==> src/rtl/ad9783_dac_if.sv <==
// AD9783 DDR LVDS data/clock interface: two channel words per clk_in cycle, DAC0 high phase, DAC1 low phase.
// Latency 1 cycle to stage-1 register, data on bus from the next rising edge; no handshake, every cycle is a sample.
module ad9783_dac_if #(
    parameter int                 DATA_W     = 16,
    parameter bit                 OFFSET_BIN = 1'b0,
    parameter logic [DATA_W-1:0]  PN_SWAP    = '0
) (
    input  logic              clk_in,
    input  logic              rst_in,
    input  logic [DATA_W-1:0] DAC0_in,
    input  logic [DATA_W-1:0] DAC1_in,
    output logic              CLK_out_p,
    output logic              CLK_out_n,
    output logic              DCI_out_p,
    output logic              DCI_out_n,
    output logic [DATA_W-1:0] D_out_p,
    output logic [DATA_W-1:0] D_out_n
);

    localparam logic [DATA_W-1:0] MSB_MASK =
        OFFSET_BIN ? {1'b1, {(DATA_W-1){1'b0}}} : {DATA_W{1'b0}};

    logic [DATA_W-1:0] r0;
    logic [DATA_W-1:0] r1;
    logic [DATA_W-1:0] ddr_d1;
    logic [DATA_W-1:0] ddr_d2;
    logic              dci_d1;
    logic              dci_d2;
    logic              clk_d1;
    logic              clk_d2;
    logic [DATA_W-1:0] ddr_mux;

    // Stage 1: sample and format
    always_ff @(posedge clk_in) begin
        if (rst_in) begin
            r0 <= '0;
            r1 <= '0;
        end else begin
            r0 <= DAC0_in ^ MSB_MASK;
            r1 <= DAC1_in ^ MSB_MASK;
        end
    end

    // Stage 2: same-edge DDR register; the lane swap sits after it so reset yields 0^PN_SWAP
    always_ff @(posedge clk_in) begin
        if (rst_in) begin
            ddr_d1 <= '0;
            ddr_d2 <= '0;
        end else begin
            ddr_d1 <= r0;
            ddr_d2 <= r1;
        end
    end

    // Strobe and forwarded clock ignore reset so the DAC DLL stays locked
    always_ff @(posedge clk_in) begin
        dci_d1 <= 1'b1;
        dci_d2 <= 1'b0;
        clk_d1 <= 1'b0;
        clk_d2 <= 1'b1;
    end

    assign ddr_mux   = clk_in ? ddr_d1 : ddr_d2;
    assign D_out_p   = ddr_mux ^ PN_SWAP;
    assign D_out_n   = ~D_out_p;
    assign DCI_out_p = clk_in ? dci_d1 : dci_d2;
    assign DCI_out_n = ~DCI_out_p;
    assign CLK_out_p = clk_in ? clk_d1 : clk_d2;
    assign CLK_out_n = ~CLK_out_p;

endmodule

==> config.mk <==
export PLATFORM = sky130hd
export DESIGN_NAME = ad9783_dac_if
export DESIGN_NICKNAME = d
export VERILOG_FILES = /design/src/rtl/ad9783_dac_if.sv
export SDC_FILE = /design/constraint.sdc
export NUM_CORES = 1
export LEC_CHECK = 0
export ABC_CLOCK_PERIOD_IN_PS = 2300
export CAP_MARGIN = 20
export CORE_AREA = 2 2 70 72
export DETAILED_ROUTE_END_ITERATION = 12
export DIE_AREA = 0 0 72 74
export PLACE_DENSITY_LB_ADDON = 0.3
export SLEW_MARGIN = 0
export SYNTH_ARGS = -nofsm -noshare
export SYNTH_HDL_FRONTEND = slang
export SYNTH_SLANG_ARGS = --single-unit
==> constraint.sdc <==
create_clock -name clk_in -period 2.3 [get_ports clk_in]
set_clock_uncertainty 0.15 [all_clocks]
set_input_delay 0.345 -clock clk_in [delete_from_list [all_inputs] [get_ports clk_in]]
set_output_delay 0.345 -clock clk_in [all_outputs]
set_load 0.02 [all_outputs]
# Yosys cells after proc, flatten, opt, wreduce, memory -nomap -nowiden
# Cells that the tools add are included.
[word_totals]
regBits = 64
in_bits = 34
out_inout_bits = 36
word_cells = 9
[classes]
n_mux = 3
bitwise = 2
[ops]
columns = ["cell", "count"]
rows = [
  ["$mux 16", 1],
  ["$not 16->16", 1],
  ["$mux 1", 2],
  ["$not 1->1", 1],
]

# Depth between registers and ports, before layout
[logic_depth]
ltp_word = 2
ltp_mapped = 4
ltp_nobuf = 1

==> results.ini <==
[synth]
syn-cell-area_mm2 = 0.002186
ys_types = 11
postSynthAreaPerCell_um2 = 12.49
async_flop_share = 0
synth.net_count = 209
yosys-top-cells-count = dfxtp_1 (64), nor2b_1 (64), mux2i_1 (16), mux2_4 (13), buf_2 (7)
yosysTopAreaCellShare = 0.5861
ys_ff_latch = 64
yosys.area.top_type = dfxtp_1
syn_inst = 175
synth_edf_count = 0
ys.flop_type = dfxtp_1
yosys-top-cells-area = dfxtp_1 (59%), nor2b_1 (18%), mux2_4 (8.9%)
seq_area_frac_synth = 0.5861
yosysWarnings = 0

[flow_run]
cap_violations = 0

[floorplan]
dieArea_mm2 = 0.005328
pin_count = 70
die_w_um = 72
fp-row-count = 25
initial_core_util = 0.4754
core_mm2 = 0.004598
fp.dieH_um = 74

[power_and_ir_drop]
power_density_mw_per_mm2 = 1434
p_leak_nw = 1.484
ir_drop_mv = 0.8581

[global_routing]
grt-ovfl-total = 0
grt_pass1_wl_um = 6189
grt_pass1_vias = 1762
grt_util_all_layers = 0.1667
grt_max_degree = 65
antenna_found_initial = 0

[worst_hold_path]
min-delay-path-class = in2reg
whs_path_depth = 3

[detailed_routing]
viasPerCell = 4.634
dr.pass1.iters = 3
antenna_left = 0
dr_total_vias = 1483
drc_errors = 0
first_iter_violations = 29
wl_um = 4023
wire_per_inst_um = 12.57

[status]
violations = negative setup slack
status = finished with violations

[critical_path]
slowest_delay_ns = 0.30
cp_num_cells = 5
crit_path_frequent_cell = clkbuf_16
crit_required_ns = 1.80
path_cells = clkbuf_16 > clkbuf_16 > clkbuf_16 > mux2_4 > buf_6
r2r_cells = 1
cp-end-kind = primary output
path_delay_family = buffers and inverters
critPathKind = clk2out
cp-start-kind = clock port
worstPathArrival_ns = 2.03
cpMaxStageDelayCell = mux2_4
critPathMaxFanout = 5
crit_buf_inv = 4

[sta]
hold_viol_final = 0
grt_setup_unrepaired = yes
relSlewSlack = 0.8310
finalSetupViolCount = 32
timing.final.ws_setup_ns = -0.2203
worst_pin_slew_ns = 0.2536
fin_hold_ws_ns = 0.2170
maxSlewViolCount = 0

[layout]
diodes = 0
area_growth_pct = 55.87
nets = 292
fillers = 325
final_layout_size_suffix_gt1_frac = 0.3308
final_cells = 320

[placed_design]
portBuffers = 69
gp_congestion = 0.6538
dp_cells = 285

[cts]
clk_pin_slew_ns = 0.07
cts_tree = done
worstSkewPairLatency_ns = 0.43

## worst min-delay path, cell delays in order
cell and delay [ns]:
buf_2 0.11, buf_12 0.18, nor2b_1 0.12
## area by class of cell
class                           instances  area (µm²)  share of cell area
Clock buffer                           65       833.3              0.2446
Timing Repair Buffer                   34       345.3              0.1014
Clock inverter                          7       61.31             0.01799
Sequential cell                        64        1281              0.3761
Multi-Input combinational cell         96       818.3              0.2402
Tap cell                               54       67.56             0.01983
## state kept, by name (all words and copies together) (netlist names)
signal	flops
r1	16
ddr_d1	16
r0	16
ddr_d2	16
## routing by layer
metal,vias up,track usage,share of wire
met3,30,0.1341,0.095
met5,-,0,0
met4,0,0.2977,0.072
met1,654,0.1132,0.35
met2,80,0.2099,0.49
li1,719,-,-
## report_power, final
part	internal, W	switching [W]
sequential	0.00116	0.0000179
combinational	0.0000768	0.0000329
clock	0.00224	0.00136
total	0.00348	0.00141
## worst paths after layout
kind / to / slack, ns / startpoint
max reg2reg: ddr_d2[0]$_SDFF_PP0_ / 1.60 / r1[0]$_SDFF_PP0_
min: r0[1]$_SDFF_PP0_ / 0.22 / rst_in
min reg2reg: ddr_d1[8]$_SDFF_PP0_ / 0.28 / r0[8]$_SDFF_PP0_
max: D_out_p[8] / -0.22 / clk_in
## kinds of logic (layout without fill, tap and decap cells)
family	count (synthesis)	in the layout	synth area share
multiplexers	32	32	0.1780
flip-flops	64	64	0.5861
AND/OR/NAND/NOR	64	64	0.1832
buffers and inverters	15	106	0.05266
## per-stage QoR
| step | util | setup WS, ns | total power (W) | TNS, ns | cell area (µm²) |
|---|---|---|---|---|---|
| 2_1_floorplan | - | -0.02226 | 0.002420 | -0.2003 | 2186 |
| 3_3_place_gp | 0.6193 | -0.1412 | 0.002376 | -3.202 | 2848 |
| 3_5_place_dp | 0.6193 | -0.1412 | 0.002380 | -3.202 | 2848 |
| 4_1_cts | 0.7352 | -0.2275 | 0.004910 | -5.185 | 3381 |
| 5_1_grt | 0.7410 | -0.2347 | 0.005097 | -5.729 | 3407 |
| 6_report | 0.7410 | -0.2203 | 0.004885 | -4.804 | 3407 |
## cell usage in the layout (no fill, tap or decap)
cell type / instances
clkinvlp_2: 1
buf_6: 18
clkbuf_1: 3
inv_1: 2
buf_12: 1
buf_4: 17
mux2_4: 13
clkbuf_16: 13
clkbuf_8: 11
mux2i_4: 2
buf_2: 4
nor2b_1: 64
mux2i_2: 1
bufinv_16: 1
mux2_2: 3
inv_6: 1
dfxtp_1: 64
clkdlybuf4s50_1: 32
mux2i_1: 13
clkinv_2: 2
## repair_timing
item                       CTS  global route
resized for setup          199             4
gates cloned                 0             0
hold buffers                 0             0
buffers inserted             1             1
setup endpoints to repair   36            33
Power figures use the tool's default switching activity.
==> edit 1: new RTL, same flow settings <==
`DATA_W`: 16 -> 18.
--- a/src/rtl/ad9783_dac_if.sv
+++ b/src/rtl/ad9783_dac_if.sv
@@ -1,7 +1,7 @@
 // AD9783 DDR LVDS data/clock interface: two channel words per clk_in cycle, DAC0 high phase, DAC1 low phase.
 // Latency 1 cycle to stage-1 register, data on bus from the next rising edge; no handshake, every cycle is a sample.
 module ad9783_dac_if #(
-    parameter int                 DATA_W     = 16,
+    parameter int                 DATA_W     = 18,
     parameter bit                 OFFSET_BIN = 1'b0,
     parameter logic [DATA_W-1:0]  PN_SWAP    = '0
 ) (
Ports: changed (resized DAC0_in, DAC1_in, D_out_n and D_out_p); port bits go from 70 to 78. The function was not compared with the original's and may differ.
==> edit 1 against the original RTL <==
- the run still ends with negative setup slack left
- design area rose by 11%
- final cell count rose by 10%
- critical path type unchanged
- clock power rose by 9.2%
- largest cell class unchanged
- sequential share of layout area rose by 0.51 points
- synthesized cell count rose by 12%
- routed wire length rose by 7.0%
- hold slack improved by 61 ps
- utilization rose by 8.1 points
- setup slack improved by 33 ps
- power rose by 10%
- synthesized area rose by 11%
- non-clock buffer count rose by 4
- sequential cell count rose by 8
==> edit 1: results (changes against the original RTL) <==
first_pass_iters: 4  # +1
grt_pass1_wl_mm: 6.89  # +11%
use_met2_pct: 20.6  # -0.41 points
slew_headroom_pct: 62.2  # -21 points
synth-async-reset-ratio_pct: 0  # unchanged
setup_viol: 36  # +13%
leakagePower_nw: 1.64  # +10%
avgSynthCellArea_um2: 12.4  # -0.49%
status: "finished with violations"
use_met3_pct: 14.2  # +0.81 points
portBuffers: 77  # +12%
yosysWarningCount: 0  # unchanged
muxShareOfSynthArea_pct: 17.4  # -0.39 points
min_from: "r0[10]"
grt_pass1_vias: 2008  # +14%
synth_area_leaders: "dfxtp_1, nor2b_1, mux2i_1, mux2_4, mux2_2"
synth_commonest_cells: "dfxtp_1, nor2b_1, mux2i_1, mux2_4"
drt_iter0_drc: 59  # +100%
dpl_cell_area_um2: 3170  # +11%
post_cts_buffers: 2  # +1
holdPathEnd: "ddr_d1[10]"
place.gp.congestion: 0.659  # +0.81%
drt-wirelength-per-cell_um: 12.2  # -2.8%
fin_nets: 326  # +12%
grt.met1_usage_pct: 13.6  # +2.3 points
grt_max_degree: 41  # -37%
post_cts_resized: 222  # +12%
insertion_delay_ps: 340  # -90 ps
setup-tns-final_ps: -4460  # +347 ps
syn-num-nets: 234  # +12%
finalNonFillerCells: 352  # +10%
holdCritPathClass: "reg -> reg"
dp.cells: 313  # +9.8%
timing.hold.ws_ps: 278  # +60.7 ps
ys_types: 12  # +1
ir_worst_vdd_uv: 890  # +3.7%
worst_slack_ps: -188  # +32.6 ps
cp-endpoint: "D_out_p[7]"
hold_depth: 1  # -2
vias_per_cell: 4.63  # -0.20%
seq_area_frac_synth_pct: 59.2  # +0.55 points
worstReg2RegEnd: "ddr_d1[13]"
violations: "negative setup slack"
grt_usage_pct: 17.8  # +1.2 points
n_fill_cell: 270  # -17%
cp.arrival_ps: 1990  # -40 ps
layout-drive-gt1-share_pct: 34.2  # +1.1 points
[edit 1: cell types whose count changed after synthesis, sizes merged]
cell	change
clkbuf	+1
dfxtp	+8
mux2i	+2
mux2	+2
nor2b	+8
[edit 1: power breakdown]
part / internal [mW] / switching, mW / leakage (nW)
Combinational: 0.0856 / 0.0353 / 0.313
Clock: 2.43 / 1.50 / 0.728
Sequential: 1.31 / 0.0197 / 0.596
Total: 3.82 / 1.55 / 1.64
[edit 1: per-layer routing]
layer | part of all wire, % | up-vias
met3 | 9.8 | 29
li1 | - | 806
met1 | 36 | 713
met5 | 0 | -
met4 | 5.2 | 0
met2 | 49 | 80
[edit 1: cell type report]
| type | instances | area (um2) | area share, % |
|---|---|---|---|
| clock buffers | 70 | 906 | 24.0 |
| repair buffers | 38 | 385 | 10.2 |
| clock inverters | 10 | 78.8 | 2.08 |
| multi-input cells | 108 | 902 | 23.9 |
| flip-flops and latches | 72 | 1440 | 38.1 |
| well taps | 54 | 67.6 | 1.79 |
==> edit 2: new RTL, config.mk and constraints unchanged <==
Without the edit above. Register the output `D_out_n`, with the module's reset; this adds one clock of latency there. The other outputs are not delayed to match.
--- a/src/rtl/ad9783_dac_if.sv
+++ b/src/rtl/ad9783_dac_if.sv
@@ -62,7 +62,13 @@
 
     assign ddr_mux   = clk_in ? ddr_d1 : ddr_d2;
     assign D_out_p   = ddr_mux ^ PN_SWAP;
-    assign D_out_n   = ~D_out_p;
+    always_ff @(posedge clk_in) begin
+        if (rst_in) begin
+            D_out_n <= '0;
+        end else begin
+            D_out_n <= ~D_out_p;
+        end
+    end
     assign DCI_out_p = clk_in ? dci_d1 : dci_d2;
     assign DCI_out_n = ~DCI_out_p;
     assign CLK_out_p = clk_in ? clk_d1 : clk_d2;
Check against the original RTL: not equivalent (Yosys sat finds a counterexample within 4 cycles, from zero or initial values and one cycle with rst_in high).
==> edit 2 against the original RTL <==
- the flow still finishes with violations (negative setup slack)
- synthesized area increased by 9.4%
- setup slack got worse by 62 ps
- design area increased by 28%
- final cell count increased by 24%
- sequential cell count increased by 16
- routed wire length increased to 2.7 times the old value
- via count increased by 48%
Power is not compared: it rests on default switching activity, and its combinational part moved more than twofold at a synthesized area within 25%.
==> edit 2: results (changes against the original RTL) <==
status: "finished with violations"
violations: "negative setup slack"
cpPeakStageDelay_ps: 330  # +30 ps
drt_iter0_drc: 216  # +640%
syn-num-nets: 225  # +7.7%
num_antenna_cells: 0  # unchanged
setup-tns-final_ps: -4030  # +773 ps
grt_pass1_vias: 2786  # +58%
portBuffers: 69  # unchanged
fin_nets: 353  # +21%
ys_types: 12  # +1
clk_pin_slew_ps: 100  # +30 ps
setup_viol: 18  # -44%
use_met2_pct: 56.4  # +35 points
leakagePower_nw: 1.96
seq_power_mw: 1.54
dp.cells: 301  # +5.6%
antenna_found_initial: 0  # unchanged
seq_area_frac_synth_pct: 66.9  # +8.3 points
worstReg2RegEnd: "D_out_n[11]"
worst_slack_ps: -283  # -62.4 ps
synth_area_leaders: "dfxtp_1, nor2b_1, mux2_4, mux2_2, nor2_2"
drt-wirelength-per-cell_um: 27.7  # +120%
dpl_cell_area_um2: 3080  # +8.0%
timing.hold.ws_ps: 162  # -55.2 ps
wl_met3_mm: 1.54  # +300%
place.gp.congestion: 0.680  # +4.0%
grt_pass1_wl_mm: 14.2  # +130%
wl_met2_mm: 4.88  # +150%
holdCritPathClass: "in -> reg"
holdPathEnd: "r1[7]"
hold_depth: 3  # unchanged
synth_commonest_cells: "dfxtp_1, nor2b_1, mux2_4, nor2_2"
tightestPinTransition_ps: 371  # +117 ps
critPathLaunchType: "clock port"
insertion_delay_ps: 550  # +120 ps
reg2regPathDepth: 5  # +4
yosysWarningCount: 0  # unchanged
place_ws_ps: -159  # -18.2 ps
reg2reg_from: "ddr_d1[11]"
path_delay_family: "buffers and inverters"
first_pass_iters: 5  # +2
layout-drive-gt1-share_pct: 39.4  # +6.3 points
cp.arrival_ps: 2090  # +60 ps
r2r_slack_ps: 710  # -890 ps
p_total_mw: 6.20
power_switching_mw: 1.79
min_from: "rst_in"
routed_wl_mm: 11.0  # +170%
top_layer: "met4"
wl_met1_mm: 3.41  # +140%
grt_usage_pct: 41.3  # +25 points
grt_max_degree: 81  # +25%
synth_cells: 191  # +9.1%
use_met3_pct: 32.8  # +19 points
vias: 2196  # +48%
grt.met1_usage_pct: 34.9  # +24 points
muxShareOfSynthArea_pct: 8.94  # -8.9 points
edit 2: cell types whose count changed in the layout (fill, tap and decap cells not counted), sizes merged, moves of 14 or more:
cell / unedited run / this run
clkbuf: 27 / 42
buf: 40 / 58
nor2: 0 / 16
bufinv: 1 / 15
clkdlybuf4s50: 32 / 48
dfxtp: 64 / 80
mux2i: 16 / 0
edit 2: cell type report:
type | instances | area, um2
clock buffers | 98 | 1100
clock inverters | 19 | 354
fillers | 109 | 240
multi-input cells | 96 | 728
flip-flops and latches | 80 | 1600
well taps | 54 | 67.6
repair buffers | 50 | 505
edit 2: worst max-delay path by stage:
stage / end / slack (ps)
after detailed placement: D_out_p[8] / -160
after global placement: D_out_p[9] / -160
after floorplan: D_out_p[10] / 60
after CTS: D_out_p[4] / -290
after global routing: D_out_p[4] / -280
final: D_out_p[4] / -280
edit 2: timing repair:
action / in CTS / in global routing
buffers inserted: 31 / 5
resized for setup: 126 / 4
endpoints found under the setup margin: 36 / 17
gates cloned: 0 / 0
